<file path="config.mk">
export PLATFORM = sky130hd
export DESIGN_NAME = vga_scan_controller
export DESIGN_NICKNAME = d
export VERILOG_FILES = /design/src/rtl/vga_scan_controller.sv
export SDC_FILE = /design/constraint.sdc
export NUM_CORES = 1
export LEC_CHECK = 0
export ABC_AREA = 1
export BUFFER_PORTS_ARGS = -buffer_cell sky130_fd_sc_hd__buf_2
export CAP_MARGIN = 20
export CORE_MARGIN = 2
export CORE_UTILIZATION = 57
export DETAILED_ROUTE_END_ITERATION = 6
export GPL_ROUTABILITY_DRIVEN = 0
export HOLD_SLACK_MARGIN = 0.1
export PLACE_DENSITY = 0.74
export SYNTH_ARGS = -nofsm -noshare
export SYNTH_HDL_FRONTEND = slang
export SYNTH_SLANG_ARGS = --single-unit
</file>
<file path="constraint.sdc">
create_clock -name clk_25 -period 6.15 [get_ports clk_25]
set_input_delay 0.3075 -clock clk_25 [delete_from_list [all_inputs] [get_ports clk_25]]
set_output_delay 0.3075 -clock clk_25 [all_outputs]
set_load 0.05 [all_outputs]
</file>
<file path="src/rtl/vga_scan_controller.sv">
`default_nettype none
// ============================================================================
// vga_scan_controller: VGA timing, upscaled framebuffer scan and test patterns
// Revision 1.0
// ============================================================================
module vga_scan_controller #(
   parameter int H_ACTIVE = 640,
   parameter int H_FP     = 16,
   parameter int H_SYNC   = 96,
   parameter int H_BP     = 48,
   parameter int V_ACTIVE = 480,
   parameter int V_FP     = 10,
   parameter int V_SYNC   = 2,
   parameter int V_BP     = 33,
   parameter int FB_W     = 320,
   parameter int FB_H     = 240,
   parameter int SCALE    = 2,
   parameter int PIX_W    = 2,
   parameter int ADDR_W   = 17,
   parameter int RD_LAT   = 1
) (
   input  logic              clk_25,
   input  logic              reset_n,
   input  logic [1:0]        mode,
   input  logic [PIX_W-1:0]  din,
   output logic [ADDR_W-1:0] addr,
   output logic              rd_en,
   output logic              hsync,
   output logic              vsync,
   output logic [2:0]        R,
   output logic [2:0]        G,
   output logic [1:0]        B,
   output logic              active,
   output logic              frame_start
);

   localparam int H_TOTAL = H_ACTIVE + H_FP + H_SYNC + H_BP;
   localparam int V_TOTAL = V_ACTIVE + V_FP + V_SYNC + V_BP;
   localparam int HW      = $clog2(H_TOTAL);
   localparam int VW      = $clog2(V_TOTAL);
   localparam int SW      = (SCALE > 1) ? $clog2(SCALE) : 1;

   localparam logic [HW-1:0]     H_LAST = HW'(H_TOTAL - 1);
   localparam logic [HW-1:0]     H_VIS  = HW'(H_ACTIVE);
   localparam logic [HW-1:0]     H_SS   = HW'(H_ACTIVE + H_FP);
   localparam logic [HW-1:0]     H_SE   = HW'(H_ACTIVE + H_FP + H_SYNC);
   localparam logic [HW-1:0]     H_WIN  = HW'(FB_W * SCALE);
   localparam logic [HW-1:0]     BAR_W  = HW'(H_ACTIVE / 8);
   localparam logic [VW-1:0]     V_LAST = VW'(V_TOTAL - 1);
   localparam logic [VW-1:0]     V_VIS  = VW'(V_ACTIVE);
   localparam logic [VW-1:0]     V_SS   = VW'(V_ACTIVE + V_FP);
   localparam logic [VW-1:0]     V_SE   = VW'(V_ACTIVE + V_FP + V_SYNC);
   localparam logic [VW-1:0]     V_WIN  = VW'(FB_H * SCALE);
   localparam logic [SW-1:0]     S_LAST = SW'(SCALE - 1);
   localparam logic [ADDR_W-1:0] ROW_STEP = ADDR_W'(FB_W);

   typedef struct packed {
      logic       fs;
      logic       hs;
      logic       vs;
      logic       vis;
      logic       use_fb;
      logic [7:0] pat;
   } stage_t;

   localparam stage_t STAGE_RST = '{fs: 1'b0, hs: 1'b1, vs: 1'b1, vis: 1'b0, use_fb: 1'b0, pat: 8'h00};

   logic [HW-1:0]     h_cnt_q, h_cnt_d;
   logic [VW-1:0]     v_cnt_q, v_cnt_d;
   logic [SW-1:0]     hsub_q, hsub_d, vsub_q, vsub_d;
   logic [ADDR_W-1:0] col_q, col_d, row_base_q, row_base_d;
   logic [1:0]        mode_q, mode_d;
   stage_t            pipe_q [RD_LAT];
   stage_t            pipe_d [RD_LAT];
   logic [7:0]        rgb_q, rgb_d;
   logic              hsync_q, hsync_d, vsync_q, vsync_d;
   logic              active_q, active_d, frame_start_q, frame_start_d;

   logic              h_wrap, in_win, vis, at_origin;
   logic [2:0]        bar_idx, grey3;
   stage_t            stage0, tail;

   // Grey value replicated MSB-first to fill a 3-bit channel
   function automatic logic [2:0] expand3(input logic [PIX_W-1:0] g);
      logic [2:0] e;
      for (int i = 0; i < 3; i++) e[2-i] = g[PIX_W-1-(i % PIX_W)];
      return e;
   endfunction

   always_comb begin
      h_wrap    = (h_cnt_q == H_LAST);
      at_origin = (h_cnt_q == '0) && (v_cnt_q == '0);
      in_win    = (h_cnt_q < H_WIN) && (v_cnt_q < V_WIN);
      vis       = (h_cnt_q < H_VIS) && (v_cnt_q < V_VIS);
      mode_d    = at_origin ? mode : mode_q;
      bar_idx   = 3'(h_cnt_q / BAR_W);

      h_cnt_d    = h_cnt_q + 1'b1;
      v_cnt_d    = v_cnt_q;
      hsub_d     = hsub_q;
      vsub_d     = vsub_q;
      col_d      = col_q;
      row_base_d = row_base_q;
      if (h_wrap) begin
         h_cnt_d = '0;
         v_cnt_d = (v_cnt_q == V_LAST) ? '0 : v_cnt_q + 1'b1;
      end

      // Scan position only moves inside the window so addr holds outside it
      if (h_wrap) begin
         if (v_cnt_d == '0) begin
            row_base_d = '0;
            vsub_d     = '0;
            col_d      = '0;
            hsub_d     = '0;
         end else if (v_cnt_d < V_WIN) begin
            col_d  = '0;
            hsub_d = '0;
            if (vsub_q == S_LAST) begin
               vsub_d     = '0;
               row_base_d = row_base_q + ROW_STEP;
            end else begin
               vsub_d = vsub_q + 1'b1;
            end
         end
      end else if (in_win && (h_cnt_d < H_WIN)) begin
         if (hsub_q == S_LAST) begin
            hsub_d = '0;
            col_d  = col_q + 1'b1;
         end else begin
            hsub_d = hsub_q + 1'b1;
         end
      end

      stage0.fs     = at_origin;
      stage0.hs     = !((h_cnt_q >= H_SS) && (h_cnt_q < H_SE));
      stage0.vs     = !((v_cnt_q >= V_SS) && (v_cnt_q < V_SE));
      stage0.vis    = vis;
      stage0.use_fb = (mode_d == 2'd0) && in_win;
      case (mode_d)
         2'd1:    stage0.pat = {{3{bar_idx[2]}}, {3{bar_idx[1]}}, {2{bar_idx[0]}}};
         2'd2:    stage0.pat = (h_cnt_q[5] ^ v_cnt_q[5]) ? 8'hFF : 8'h00;
         2'd3:    stage0.pat = 8'hFF;
         default: stage0.pat = 8'h00;
      endcase

      pipe_d[0] = stage0;
      for (int i = 1; i < RD_LAT; i++) pipe_d[i] = pipe_q[i-1];

      // Tail of the delay line lines up with the BRAM data for the same pixel
      tail  = pipe_q[RD_LAT-1];
      grey3 = expand3(din);
      if (!tail.vis)       rgb_d = 8'h00;
      else if (tail.use_fb) rgb_d = {grey3, grey3, grey3[2:1]};
      else                  rgb_d = tail.pat;
      hsync_d       = tail.hs;
      vsync_d       = tail.vs;
      active_d      = tail.vis;
      frame_start_d = tail.fs;
   end

   always_ff @(posedge clk_25) begin
      if (!reset_n) begin
         h_cnt_q       <= '0;
         v_cnt_q       <= '0;
         hsub_q        <= '0;
         vsub_q        <= '0;
         col_q         <= '0;
         row_base_q    <= '0;
         mode_q        <= '0;
         for (int i = 0; i < RD_LAT; i++) pipe_q[i] <= STAGE_RST;
         rgb_q         <= '0;
         hsync_q       <= 1'b1;
         vsync_q       <= 1'b1;
         active_q      <= 1'b0;
         frame_start_q <= 1'b0;
      end else begin
         h_cnt_q       <= h_cnt_d;
         v_cnt_q       <= v_cnt_d;
         hsub_q        <= hsub_d;
         vsub_q        <= vsub_d;
         col_q         <= col_d;
         row_base_q    <= row_base_d;
         mode_q        <= mode_d;
         pipe_q        <= pipe_d;
         rgb_q         <= rgb_d;
         hsync_q       <= hsync_d;
         vsync_q       <= vsync_d;
         active_q      <= active_d;
         frame_start_q <= frame_start_d;
      end
   end

   // Read strobe is suppressed while reset is held so the port stays idle
   assign addr        = row_base_q + col_q;
   assign rd_en       = in_win & reset_n;
   assign hsync       = hsync_q;
   assign vsync       = vsync_q;
   assign R           = rgb_q[7:5];
   assign G           = rgb_q[4:2];
   assign B           = rgb_q[1:0];
   assign active      = active_q;
   assign frame_start = frame_start_q;

endmodule
`default_nettype wire

</file>
==> results.json <==
{
  "die_w_um": 90.8,
  "worstPathRequired_ns": 5.84,
  "die-area_sq_um": 8240,
  "setup_tns_ns": 0,
  "max_stage_delay_ns": 0.49,
  "max_slew_margin_pct": 66.5,
  "synthTopCellsByCount": "160 x nand2_1, 76 x nor2_1, 70 x dfxtp_1, 68 x inv_1, 46 x nand3_1",
  "drive_gt1_share_pct": 11.9,
  "drt_wl_total_um": 9660,
  "root_buffer": "clkbuf_8",
  "cp_slowest_cell": "dfxtp_1",
  "clock.fmax_mhz": 319,
  "ir_drop_v": 0.0000998,
  "syn-cell-area_sq_um": 4290,
  "grt_pass1_wl_um": 16500,
  "cts_tree": "done",
  "nFillCells": 653,
  "ys_async_sr_fraction_pct": 0,
  "rows": 31,
  "synthesis.instances": 638,
  "synth_seq_area_share_pct": 32.7,
  "hold_viol": 0,
  "ys_types": 42,
  "syn_nets": 660,
  "path_class": "flip-flop to primary output",
  "startpoint_type": "flip-flop",
  "cts_buffers": 9,
  "clk_pin_slew_ns": 0.09,
  "htree_num_levels": 3,
  "dp.final_hpwl_um": 7090,
  "grtUsageTotal_pct": 24.3,
  "fp.coreArea_sq_um": 7250,
  "path_max_fanout": 6,
  "hp-class": "input pin to flip-flop",
  "worstMarginPinSlew_ns": 0.502,
  "syn_avg_cell_area_sq_um": 6.73,
  "crit_chain": "ha_1, a21o_1, nand2_1, nand2_1, a21o_1, nand2_1, nand2_1, a21oi_1, o21ai_0, nand2_1, nand3_1, nand2_1, buf_2",
  "wire_per_inst_um": 12.7,
  "synth_edf_count": 0,
  "cts_sinks": 70,
  "synth_top_flop_cell": "dfxtp_1",
  "synth-seq-cells": 70,
  "cp.buffers_inverters": 1,
  "finalWorstSetupSlack_ns": 3.01,
  "start_util_pct": 59.2,
  "nets": 680,
  "cts_resized": 0,
  "antenna_found_initial": 0,
  "post-route-min-period_ns": 3.14,
  "drv_cap": 0,
  "num_antenna_cells": 0,
  "vias": 4151,
  "gr-total-overflow": 0,
  "drt_iter0_drc": 219,
  "yosysTopAreaCellShare_pct": 32.7,
  "yosysMostFrequentCell": "nand2_1",
  "clk_path_buf_depth": 2,
  "crit_family": "compound AO/OA/AOI/OAI gates",
  "rsz0062_at_grt": "false",
  "num_io_pins": 36,
  "power_uw": 899,
  "die_y_um": 90.8,
  "postCtsSetupRepairBufs": 0,
  "cellLeakagePower_nw": 2.13,
  "ys_warn_count": 0,
  "area_delta_synth_final_pct": 8.08,
  "netlist_top_cells_area": "dfxtp_1 33%, nand2_1 14%, nor2_1 6.6%",
  "port_buffers": 35,
  "cts_hold_buf": 0,
  "ant_nets": 0,
  "drv_slew": 0,
  "crit_arrival_ns": 2.83,
  "grt_max_degree": 28,
  "timing.hold.ws_ns": 0.213,
  "min_period_over_period_pct": 51.0,
  "setup_viol": 0,
  "fin_skew_ns": 0.0112,
  "insertion_delay_ns": 0.36,
  "remaining_drc_errors": 0,
  "cpMostUsedCell": "nand2_1",
  "outcome": "finished clean",
  "grt_pass1_vias": 3650,
  "synth_area_leader_cell": "dfxtp_1",
  "drt_pre_antenna_iters": 6,
  "dp_slack_ns": 3.17,
  "worst_setup_path_end_kind": "primary output",
  "p_per_area_nw_per_um2": 194,
  "via_per_inst": 5.45
}
cell type report:
type                       count  area [sq um]  share of cell area (%)
multi-input combinational    470          2470                    53.3
clock buffer                   9           124                    2.67
sequential                    70          1400                    30.2
inverter                      71           267                    5.75
tap                           99           124                    2.67
timing repair buffer          36           183                    3.94
clock inverter                 7          70.1                    1.51
sequential cells by signal, summed over array words and instances, names as in the netlist:
name	flops
v_cnt_q	10
active	1
active_d	1
h_cnt_q	10
frame_start_d	1
mode_q	2
hsub_q	1
pipe_q	4
rgb_q	6
hsync	1
vsync_d	1
frame_start	1
row_base_q	11
vsub_q	1
vsync	1
col_q	17
hsync_d	1
layer usage:
layer	routed length, um	share of wire, %	up-vias	track usage, %
li1	-	-	2111	-
met1	4550	47	1868	33.6
met2	4250	44	152	37.2
met3	667	6.9	20	4.92
met4	190	2.0	0	9.47
met5	0	0	-	0
placed cells by master, fill, tap and decap left out, types with 3 or more instances in the layout:
cell      count
nand2_2       8
nor4_1        3
nand2_1     160
xor2_1       23
nand3_1      46
ha_1         16
a21oi_1      44
buf_2        35
nor3_1        9
inv_8         4
xnor2_1       6
dfxtp_1      70
nor3b_1       5
nand4_1      26
inv_2         3
inv_1        68
or2_2         3
clkbuf_8      9
o31ai_1       3
nor2_2        5
o21ai_0      13
nor2_1       76
final timing paths:
| kind | startpoint | endpoint | slack (ns) | depth (start not counted) |
|---|---|---|---|---|
| worst max-delay path | col_q[7] | addr[15] | 3.01 | 13 |
| worst max register to register | h_cnt_q[0] | col_q[6] | 3.07 | 13 |
| worst min-delay path | mode[1] | pipe_q[8] | 0.21 | 4 |
| worst min register to register | hsync_d | hsync | 0.42 | 1 |
metrics by stage:
step	std cells	area, sq um	utilization, %
4_1_cts	762	4640	63.9
6_report	762	4640	63.9
3_3_place_gp	746	4440	61.3
2_1_floorplan	638	4290	-
3_5_place_dp	746	4440	61.3
5_1_grt	762	4640	63.9
power breakdown:
part	leakage [nW]	switching (mW)	total [mW]	internal, mW
combinational	1.47	0.0438	0.0595	0.0157
sequential	0.568	0.00675	0.470	0.464
clock	0.0981	0.209	0.370	0.160
total	2.13	0.260	0.899	0.640
logic make-up (layout without fill, tap and decap cells):
family | count (synthesis) | after routing | synth area share (%)
AND/OR/NAND/NOR | 351 | 351 | 37.4
buffers and inverters | 98 | 123 | 9.80
AO/OA/AOI/OAI | 73 | 73 | 9.33
flip-flops | 70 | 70 | 32.7
XOR/XNOR | 29 | 29 | 5.92
adder cells (fa/ha/maj) | 16 | 16 | 4.66
multiplexers | 1 | 1 | 0.233
worst min-delay path, delay by kind of cell:
family,cells,cell delay (ns)
multiplexers,1,0.06
buffers and inverters,1,0.07
AND/OR/NAND/NOR,2,0.09
Note: power is estimated with default switching activity, not from simulation.
